[config.mk]
export PLATFORM = sky130hd
export DESIGN_NAME = vx_afu_dcr_queue_flat
export DESIGN_NICKNAME = d
export VERILOG_FILES = /design/src/rtl/VX_gpu_pkg.sv /design/src/rtl/vx_afu_dcr_queue_if.sv /design/src/rtl/vx_afu_dcr_queue_mem.sv /design/src/rtl/vx_afu_dcr_queue.sv /design/src/flat_wrapper.sv
export SDC_FILE = /design/constraint.sdc
export NUM_CORES = 1
export LEC_CHECK = 0
export ABC_AREA = 1
export CORE_AREA = 8 8 166 231
export CTS_BUF_LIST = sky130_fd_sc_hd__clkbuf_4 sky130_fd_sc_hd__clkbuf_8
export DETAILED_ROUTE_END_ITERATION = 7
export DIE_AREA = 0 0 174 239
export PLACE_DENSITY_LB_ADDON = 0.3
export SETUP_SLACK_MARGIN = 0.15
export SLEW_MARGIN = 10
export SYNTH_ARGS = -nofsm -noshare
export SYNTH_HDL_FRONTEND = slang
export SYNTH_HIERARCHICAL = 1
export SYNTH_SLANG_ARGS = --single-unit
[constraint.sdc]
create_clock -name clk -period 4.1 [get_ports clk]
set_clock_uncertainty 0.2 [all_clocks]
set_input_delay 0.615 -clock clk [delete_from_list [all_inputs] [get_ports clk]]
set_output_delay 0.615 -clock clk [all_outputs]
set_load 0.02 [all_outputs]
[src/rtl/VX_gpu_pkg.sv]
// Shared GPU definitions: DCR bus widths, the DCR request record and the DCR queue state type.
package VX_gpu_pkg;

    localparam int unsigned VX_DCR_ADDR_WIDTH = 12;
    localparam int unsigned VX_DCR_DATA_WIDTH = 32;

    typedef struct packed {
        logic [VX_DCR_ADDR_WIDTH-1:0] addr;
        logic [VX_DCR_DATA_WIDTH-1:0] data;
    } dcr_req_t;

    typedef enum logic {
        DQ_RUN,
        DQ_FLUSH
    } dcr_q_state_e;

endpackage

[src/rtl/vx_afu_dcr_queue_if.sv]
// DCR write channels around the queue: pulse input from the control slave, valid/ready output to the GPU.
interface vx_afu_dcr_queue_if
    import VX_gpu_pkg::*;
#(
    parameter int unsigned ADDR_WIDTH = VX_DCR_ADDR_WIDTH,
    parameter int unsigned DATA_WIDTH = VX_DCR_DATA_WIDTH
) ();

    logic                  in_valid;
    logic [ADDR_WIDTH-1:0] in_addr;
    logic [DATA_WIDTH-1:0] in_data;
    logic                  out_valid;
    logic [ADDR_WIDTH-1:0] out_addr;
    logic [DATA_WIDTH-1:0] out_data;
    logic                  out_ready;

    modport master (
        output in_valid, in_addr, in_data, out_ready,
        input  out_valid, out_addr, out_data
    );

    modport slave (
        input  in_valid, in_addr, in_data, out_ready,
        output out_valid, out_addr, out_data
    );

endinterface

[src/rtl/vx_afu_dcr_queue_mem.sv]
// DEPTH-entry DCR request storage: one synchronous write port, one asynchronous read port, no reset.
module vx_afu_dcr_queue_mem
    import VX_gpu_pkg::*;
#(
    parameter int unsigned DEPTH = 8
) (
    input  logic                     clk,
    input  logic                     we,
    input  logic [$clog2(DEPTH)-1:0] waddr,
    input  dcr_req_t                 wdata,
    input  logic [$clog2(DEPTH)-1:0] raddr,
    output dcr_req_t                 rdata
);

    dcr_req_t mem [DEPTH];

    always_ff @(posedge clk) begin
        if (we) begin
            mem[waddr] <= wdata;
        end
    end

    assign rdata = mem[raddr];

endmodule

[src/rtl/vx_afu_dcr_queue.sv]
// Buffers DCR write pulses and replays them with valid/ready; gates kernel start until drained.
// Optional statistics counters are enabled by defining VX_AFU_DCR_QUEUE_STATS_EN.
module vx_afu_dcr_queue
    import VX_gpu_pkg::*;
#(
    parameter int unsigned DEPTH      = 8,
    parameter int unsigned ADDR_WIDTH = VX_DCR_ADDR_WIDTH,
    parameter int unsigned DATA_WIDTH = VX_DCR_DATA_WIDTH
) (
    input  logic                   clk,
    input  logic                   reset_n,
    vx_afu_dcr_queue_if.slave      dcr,
    input  logic                   flush,
    input  logic                   ap_start_in,
    output logic                   ap_start_out,
    output logic                   overflow,
    input  logic                   overflow_clr,
    output logic [$clog2(DEPTH):0] count
`ifdef VX_AFU_DCR_QUEUE_STATS_EN
    ,
    output logic [31:0]            stat_pushed,
    output logic [31:0]            stat_dropped
`endif
);

    localparam int unsigned AW = $clog2(DEPTH);
    localparam int unsigned PW = AW + 1;

    logic [PW-1:0]   wr_ptr_q, wr_ptr_d, rd_ptr_q, rd_ptr_d;
    dcr_q_state_e    state_q, state_d;
    logic            overflow_q, overflow_d;
    logic            empty, full, pop, push, drop;
    dcr_req_t        wr_req, rd_req;
    logic [ADDR_WIDTH-1:0] head_addr;
    logic [DATA_WIDTH-1:0] head_data;

    assign empty = (wr_ptr_q == rd_ptr_q);
    assign full  = (wr_ptr_q[AW-1:0] == rd_ptr_q[AW-1:0]) & (wr_ptr_q[PW-1] != rd_ptr_q[PW-1]);
    assign pop   = ~empty & dcr.out_ready;

    assign wr_req.addr = dcr.in_addr;
    assign wr_req.data = dcr.in_data;
    assign head_addr   = rd_req.addr;
    assign head_data   = rd_req.data;

    assign dcr.out_valid = ~empty;
    assign dcr.out_addr  = head_addr;
    assign dcr.out_data  = head_data;

    always_comb begin
        state_d  = state_q;
        wr_ptr_d = wr_ptr_q;
        rd_ptr_d = rd_ptr_q + {{AW{1'b0}}, pop};
        push     = 1'b0;
        drop     = 1'b0;
        unique case (state_q)
            DQ_RUN: begin
                if (flush) begin
                    // A stalled head must stay valid until taken, so keep exactly that entry.
                    if (~empty & ~dcr.out_ready) begin
                        state_d  = DQ_FLUSH;
                        wr_ptr_d = rd_ptr_q + {{AW{1'b0}}, 1'b1};
                    end else begin
                        wr_ptr_d = rd_ptr_d;
                    end
                end else begin
                    push     = dcr.in_valid & (~full | pop);
                    drop     = dcr.in_valid & full & ~pop;
                    wr_ptr_d = wr_ptr_q + {{AW{1'b0}}, push};
                end
            end
            DQ_FLUSH: begin
                if (pop) begin
                    state_d = DQ_RUN;
                end
            end
            default: state_d = DQ_RUN;
        endcase
        overflow_d = drop ? 1'b1 : (overflow_clr ? 1'b0 : overflow_q);
    end

    always_ff @(posedge clk or negedge reset_n) begin
        if (!reset_n) begin
            wr_ptr_q   <= '0;
            rd_ptr_q   <= '0;
            state_q    <= DQ_RUN;
            overflow_q <= 1'b0;
        end else begin
            wr_ptr_q   <= wr_ptr_d;
            rd_ptr_q   <= rd_ptr_d;
            state_q    <= state_d;
            overflow_q <= overflow_d;
        end
    end

    vx_afu_dcr_queue_mem #(
        .DEPTH (DEPTH)
    ) u_mem (
        .clk   (clk),
        .we    (push),
        .waddr (wr_ptr_q[AW-1:0]),
        .wdata (wr_req),
        .raddr (rd_ptr_q[AW-1:0]),
        .rdata (rd_req)
    );

    assign count        = wr_ptr_q - rd_ptr_q;
    assign overflow     = overflow_q;
    assign ap_start_out = ap_start_in & empty & ~dcr.in_valid & (state_q == DQ_RUN);

`ifdef VX_AFU_DCR_QUEUE_STATS_EN
    logic [31:0] stat_pushed_q, stat_dropped_q;
    logic        drop_any;

    // Writes ignored while flushing count as dropped too.
    assign drop_any = drop | ((state_q == DQ_FLUSH) & dcr.in_valid);

    always_ff @(posedge clk or negedge reset_n) begin
        if (!reset_n) begin
            stat_pushed_q  <= '0;
            stat_dropped_q <= '0;
        end else if (flush) begin
            stat_pushed_q  <= '0;
            stat_dropped_q <= '0;
        end else begin
            if (push && stat_pushed_q != '1) begin
                stat_pushed_q <= stat_pushed_q + 32'd1;
            end
            if (drop_any && stat_dropped_q != '1) begin
                stat_dropped_q <= stat_dropped_q + 32'd1;
            end
        end
    end

    assign stat_pushed  = stat_pushed_q;
    assign stat_dropped = stat_dropped_q;
`endif

endmodule

[src/flat_wrapper.sv]
// flat-port wrapper written by rule: the top's interface ports become plain ports
module vx_afu_dcr_queue_flat import VX_gpu_pkg::*;
#(
    parameter int unsigned DEPTH      = 8,
    parameter int unsigned ADDR_WIDTH = VX_DCR_ADDR_WIDTH,
    parameter int unsigned DATA_WIDTH = VX_DCR_DATA_WIDTH
)
  (clk, reset_n, flush, ap_start_in, ap_start_out, overflow, overflow_clr, count, dcr_in_valid, dcr_in_addr, dcr_in_data, dcr_out_ready, dcr_out_valid, dcr_out_addr, dcr_out_data);
  vx_afu_dcr_queue_if #(.ADDR_WIDTH(ADDR_WIDTH), .DATA_WIDTH(DATA_WIDTH)) dcr_i ();
  input  logic clk;
  input  logic reset_n;
  input  logic flush;
  input  logic ap_start_in;
  output logic ap_start_out;
  output logic overflow;
  input  logic overflow_clr;
  output logic [$clog2(DEPTH):0] count;
  input wire logic [$bits(dcr_i.in_valid)-1:0] dcr_in_valid;
  input wire logic [$bits(dcr_i.in_addr)-1:0] dcr_in_addr;
  input wire logic [$bits(dcr_i.in_data)-1:0] dcr_in_data;
  input wire logic [$bits(dcr_i.out_ready)-1:0] dcr_out_ready;
  output wire logic [$bits(dcr_i.out_valid)-1:0] dcr_out_valid;
  output wire logic [$bits(dcr_i.out_addr)-1:0] dcr_out_addr;
  output wire logic [$bits(dcr_i.out_data)-1:0] dcr_out_data;
  assign dcr_i.in_valid = dcr_in_valid;
  assign dcr_i.in_addr = dcr_in_addr;
  assign dcr_i.in_data = dcr_in_data;
  assign dcr_i.out_ready = dcr_out_ready;
  assign dcr_out_valid = dcr_i.out_valid;
  assign dcr_out_addr = dcr_i.out_addr;
  assign dcr_out_data = dcr_i.out_data;
  vx_afu_dcr_queue #(.DEPTH(DEPTH), .ADDR_WIDTH(ADDR_WIDTH), .DATA_WIDTH(DATA_WIDTH)) u_core (.clk(clk), .reset_n(reset_n), .dcr(dcr_i), .flush(flush), .ap_start_in(ap_start_in), .ap_start_out(ap_start_out), .overflow(overflow), .overflow_clr(overflow_clr), .count(count));
endmodule
# Word level (Yosys, flattened, before mapping)
# Memory sizes are Yosys's and may differ from the RTL's.
# Index checks and enable logic that the tools add are counted.
# classes
mux,14
shifts,0
n_addsub,4
n_div,0
n_eq_ne,3
n_mul,0
reduce_logical,1
n_bitwise,16
n_lt_le_gt_ge,0
# ops
operator,n
two-way mux 1 bit,11
AND 1 bit,9
adder 4 x 1 -> 4 bit,2
two-way mux 4 bit,2
inverter 1 bit,6
"adder 4 x 1 -> 4 bit, second input constant",1
equality test 4 bit,1
subtractor 4 bit,1
equality test 3 bit,1
case mux 1 bit (2 select lines),1
nonzero test 2 bit,1
!= test 1 bit,1
OR 1 bit,1
# word_totals
latchBits,0
rom_bits,0
register_bits,10
word_cells,43
in_bits,51
ramBits,352
n_memories,1
output_inout_bits,51
# memory_table
name,words,word_bits,read_ports,rd_ports_with_merged_regs,write_ports,line_no,rtl
u_core.u_mem.mem,8,44,1,0,1,vx_afu_dcr_queue_mem.sv:15,dcr_req_t mem [DEPTH];

# Depth between registers and ports, before layout
# depth
word_depth,9
depth_mapped,14
mapped_depth_nobuf,13

# Modules after synthesis
# Netlist, hierarchy kept.
# modules_own_cells
mod,area_each_um2,instances,seq_area_each_um2,cells_per_inst
vx_afu_dcr_queue_mem,15434.8,1,10570.1,1539
vx_afu_dcr_queue,780.7,1,250.2,94

# Worst setup path before layout
# OpenSTA, ideal clock, no wires.
# synth_timing
kind,flip-flop to flip-flop
startpoint,register u_core.rd_ptr_q[2]
endpoint,memory u_core/u_mem/mem[1][0] (netlist bit) (enable)
path_buffers,1
stages_incl_launch_ff,9
t_required_ns,3.454
arrival_ns,3.269
synth_period_minus_slack_ns,3.915
path_slack_ns,0.185
setup_time_ns,0.446
path_cell_list,dfrtp_1 -> buf_2 -> inv_1 -> ha_1 -> nand3_2 -> nor3_2 -> nor4_1 -> nand2_1 -> nor2_1
# synth_via
elab_chain_len,9
word_cells_on_any_way,12
classes_between,eq/ne (2); mux (4); bitwise (6)
# synth_lines
element,line_no,rtl
"start, declared",vx_afu_dcr_queue.sv:29,"logic [PW-1:0] wr_ptr_q, wr_ptr_d, rd_ptr_q, rd_ptr_d;"
"start signal, assigned",vx_afu_dcr_queue.sv:90,rd_ptr_q <= rd_ptr_d;
equality test 4 bit / equality test 3 bit (equally long branches),"vx_afu_dcr_queue.sv:37, vx_afu_dcr_queue.sv:38",
inverter 1 bit / AND 1 bit (equally long branches),"vx_afu_dcr_queue.sv:39, vx_afu_dcr_queue.sv:38",
AND 1 bit / inverter 1 bit (equally long branches),"vx_afu_dcr_queue.sv:39, vx_afu_dcr_queue.sv:67",
OR 1 bit *,vx_afu_dcr_queue.sv:67,push = dcr.in_valid & (~full | pop);
AND 1 bit *,vx_afu_dcr_queue.sv:67,
two-way mux 1 bit *,vx_afu_dcr_queue.sv:58,if (flush) begin
two-way mux 1 bit *,vx_afu_dcr_queue.sv:56,unique case (state_q)
named net u_core.push,vx_afu_dcr_queue.sv:32,"logic empty, full, pop, push, drop;"
two-way mux 1 bit *,vx_afu_dcr_queue_mem.sv:18,if (we) begin
two-way mux 1 bit (not written as such) *,vx_afu_dcr_queue_mem.sv:19,mem[waddr] <= wdata;
"end, declared",vx_afu_dcr_queue_mem.sv:15,
# Mark *: on every way through the listed nets, which the timed path passes. The rest lies on a longest branch.

# Worst setup path in the final report
# layout_timing
startpoint,register u_core.rd_ptr_q[0]
endpoint,output port dcr_out_data[24]
# layout_via
elab_chain_len,1
# layout_lines
element,line_no,rtl
memory read (8 x 44 bit),n/a,
"end, declared",flat_wrapper.sv:24,output wire logic [$bits(dcr_i.out_data)-1:0] dcr_out_data;
# No other way between the ends.

==> out/metrics.json <==
{
  "synth_most_common_cell": {"value": "sky130_fd_sc_hd__nand2_1"},
  "top_family_by_delay_on_critical_path": {"value": "buffers and inverters"},
  "gp_congestion": {"value": 0.800},
  "grt_pass1_vias": {"value": 10900},
  "die_height": {"value": 239, "unit": "um"},
  "areaGrowthSynthToFinish": {"value": 15.9, "unit": "%"},
  "vdd_drop_max": {"value": 853, "unit": "uV"},
  "io_buffer_count": {"value": 101},
  "drt_iter0_drc": {"value": 702},
  "synth_largest_area_cell": {"value": "sky130_fd_sc_hd__edfxtp_1"},
  "ys_warn_count": {"value": 6},
  "globalRouteOverflowTotal": {"value": 0},
  "critPathMaxStageDelay": {"value": 0.55, "unit": "ns"},
  "asyncSetResetFlopFracSynth": {"value": 2.76, "unit": "%"},
  "max_root_sink_buffers": {"value": 3},
  "avgSynthCellArea": {"value": 9.93, "unit": "um2"},
  "drcViolationCount": {"value": 0},
  "cts.sink_count": {"value": 362},
  "synthTopCellsByCount": {"value": "sky130_fd_sc_hd__nand2_1 (595), sky130_fd_sc_hd__inv_1 (369), sky130_fd_sc_hd__edfxtp_1 (352)"},
  "holdCritPathClass": {"value": "in -> async"},
  "crit_path_frequent_cell": {"value": "sky130_fd_sc_hd__nand2_1"},
  "post-synth-top-area-fraction": {"value": 65.2, "unit": "%"},
  "final_min_period_over_clock_period": {"value": 92.0, "unit": "%"},
  "tritoncts": {"value": "yes"},
  "outcome": {"value": "finished, final reports clean"},
  "total_power": {"value": 12.6, "unit": "mW"},
  "setup.worst_path.class": {"value": "reg -> out"},
  "initial_core_utilization": {"value": 46.8, "unit": "%"},
  "post_cts_resized": {"value": 0},
  "finish.cell_count_without_fillers": {"value": 2250},
  "average_via_count_per_standard_cell": {"value": 4.82},
  "grt_setup_unrepaired": {"value": "yes"},
  "timing.final.setup_violations": {"value": 0},
  "ant_nets": {"value": 0},
  "syn_area": {"value": 16200, "unit": "um2"},
  "maxCapViolations": {"value": 0},
  "h-tree-depth": {"value": 2},
  "cp-end-kind": {"value": "primary output"},
  "synth_cells": {"value": 1633},
  "netlist_top_cells_area": {"value": "sky130_fd_sc_hd__edfxtp_1 (65%), sky130_fd_sc_hd__nand2_1 (14%), sky130_fd_sc_hd__inv_1 (8.5%), sky130_fd_sc_hd__nand3_1 (5.7%), sky130_fd_sc_hd__dfrtp_1 (1.5%)"},
  "floorplan.rows": {"value": 81},
  "synth.yosys.seq_area_share": {"value": 66.7, "unit": "%"},
  "grt_antenna_before_repair": {"value": 2},
  "ctsRootBufferMaster": {"value": "sky130_fd_sc_hd__clkbuf_8"},
  "maximum_number_of_pins_on_one_net_before_global_route_repair": {"value": 180},
  "ctsHoldBuffers": {"value": 0},
  "detailedPlacementHpwl": {"value": 20400, "unit": "um"},
  "power_per_cell_area": {"value": 672, "unit": "nW/um2"},
  "synth_seq_cells": {"value": 362},
  "placed_cells": {"value": 2151},
  "insertion_delay": {"value": 0.60, "unit": "ns"},
  "wl_final": {"value": 35700, "unit": "um"},
  "route.vias.total": {"value": 10800},
  "nets": {"value": 1809},
  "synth_edf_count": {"value": 352},
  "die_area": {"value": 41600, "unit": "um2"},
  "cts.repair_timing.setup_buffer_count": {"value": 0},
  "drv_slew": {"value": 0},
  "utilization": {"value": 54.2, "unit": "%"},
  "crit_path_cell_trace": {"value": "inv_4 > buf_4 > nand2_1 > nand3_1 > nand2_1 > nand2_1 > nand2_1 > clkdlybuf4s50_1"},
  "grt_usage": {"value": 17.2, "unit": "%"},
  "cts_buffers": {"value": 52},
  "worst-path-max-fanout": {"value": 53},
  "dominantRegCellSynth": {"value": "sky130_fd_sc_hd__edfxtp_1"},
  "post_route_minimum_period": {"value": 3.77, "unit": "ns"},
  "avgRoutedWirePerCell": {"value": 15.9, "unit": "um"},
  "finalSetupTns": {"value": 0, "unit": "ns"},
  "floorplan.io_pins": {"value": 102},
  "hold_violations": {"value": 0},
  "power_leakage": {"value": 8.49, "unit": "nW"},
  "syn-num-nets": {"value": 1693},
  "core": {"value": 34700, "unit": "um2"},
  "timing.reg2reg.setup_slack": {"value": 0.72, "unit": "ns"},
  "timing.critical_path.from_type": {"value": "flip-flop"},
  "timing.critical_path.arrival": {"value": 2.96, "unit": "ns"},
  "crit_required": {"value": 3.28, "unit": "ns"},
  "worstMarginPinSlew": {"value": 0.818, "unit": "ns"},
  "die_x": {"value": 174, "unit": "um"},
  "worst_slew_margin_rel": {"value": 45.5, "unit": "%"},
  "max_clock_freq": {"value": 0.265, "unit": "GHz"},
  "clk_transition_reported_paths": {"value": 0.07, "unit": "ns"},
  "critPathSlowestCell": {"value": "sky130_fd_sc_hd__buf_4"},
  "grt_pass1_wl": {"value": 56500, "unit": "um"},
  "dr.pass1.iters": {"value": 5},
  "path_buf_inv": {"value": 3},
  "post_route_cells_drive_above_1_share": {"value": 7.31, "unit": "%"},
  "synth.distinct_cells": {"value": 31},
  "fin_worst_hold_slack": {"value": 0.140, "unit": "ns"}
}
[report_power, final]
part | switching, mW | internal (mW) | total, mW
clock network | 1.32 | 1.51 | 2.83
registers | 0.199 | 4.32 | 4.52
logic | 3.37 | 1.90 | 5.28
total | 4.89 | 7.74 | 12.6
[cell families (layout without fill, tap and decap cells)]
group           Yosys count  in the layout  share of synthesized area (%)
other cells               0              2                              0
compound gates           10             10                          0.363
fa+ha+maj                 9              9                          0.741
xor+xnor                  6              6                          0.324
simple gates            803            803                           20.4
buf+inv                 443            602                           11.4
flops                   362            362                           66.7
[cell usage in the layout, fill, tap and decap left out, drive strengths merged, types with 2 or more instances in the layout]
cell	n
a21oi	4
a22oi	2
buf	29
bufinv	3
clkbuf	66
clkdlybuf4s50	101
clkinv	26
clkinvlp	3
dfrtp	10
diode	2
edfxtp	352
ha	8
inv	374
nand2	600
nand3	186
nand4	3
nor2	12
o21ai	4
xor2	5
[layer usage]
metal | up-vias | routed length [um] | global-route usage [%]
li1 | 5314 | - | -
met1 | 5152 | 14700 | 19.9
met2 | 283 | 18000 | 30.6
met3 | 93 | 1770 | 3.21
met4 | 0 | 1300 | 8.02
met5 | - | 0 | 0
[through the flow]
step	instance area, um2	setup WS, ns
floorplan	16200	0.185
global placement	17700	0.782
detailed placement	17700	0.740
CTS	18800	0.291
global route	18800	0.134
finish	18800	0.329
[final cells by class]
type	count	area (um2)
diodes	2	5.00
clock buffers	66	827
clock inverters	31	213
fillers	2970	15900
inverters	375	1410
multi-input cells	828	3600
flip-flops and latches	362	10800
well taps	456	571
repair buffers	130	1330
[path summary, 6_finish.rpt]
kind | endpoint | cells past startpoint | startpoint
min | u_core/wr_ptr_q[3]$_DFFE_PN0N_ | 1 | reset_n
max | dcr_out_data[24] | 8 | u_core/rd_ptr_q[0]$_DFF_PN0_
min in group clk | u_core/overflow$_DFFE_PN0P_ | 2 | u_core/overflow$_DFFE_PN0P_
min reg2reg | u_core/overflow$_DFFE_PN0P_ | 2 | u_core/overflow$_DFFE_PN0P_
max reg2reg | u_core/u_mem/mem[2][5]$_DFFE_PP_ | 8 | u_core/rd_ptr_q[2]$_DFF_PN0_
max in group asynchronous | u_core/rd_ptr_q[0]$_DFF_PN0_ | 1 | reset_n
[worst register-to-register path, delay by kind of cell, from the launching register on]
kind | cells | cell delay (ns)
and+or+nand+nor | 5 | 1.35
adders and majority gates | 1 | 0.36
buffers and inverters | 2 | 0.37
DFF | 1 | 0.77
[state kept, by name, summed over array words and instances (netlist names)]
register          cells
u_core/u_mem/mem    352
u_core/rd_ptr_q       4
u_core/wr_ptr_q       4
u_core/overflow       1
u_core/state_q        1
(Power assumes the default switching activity.)
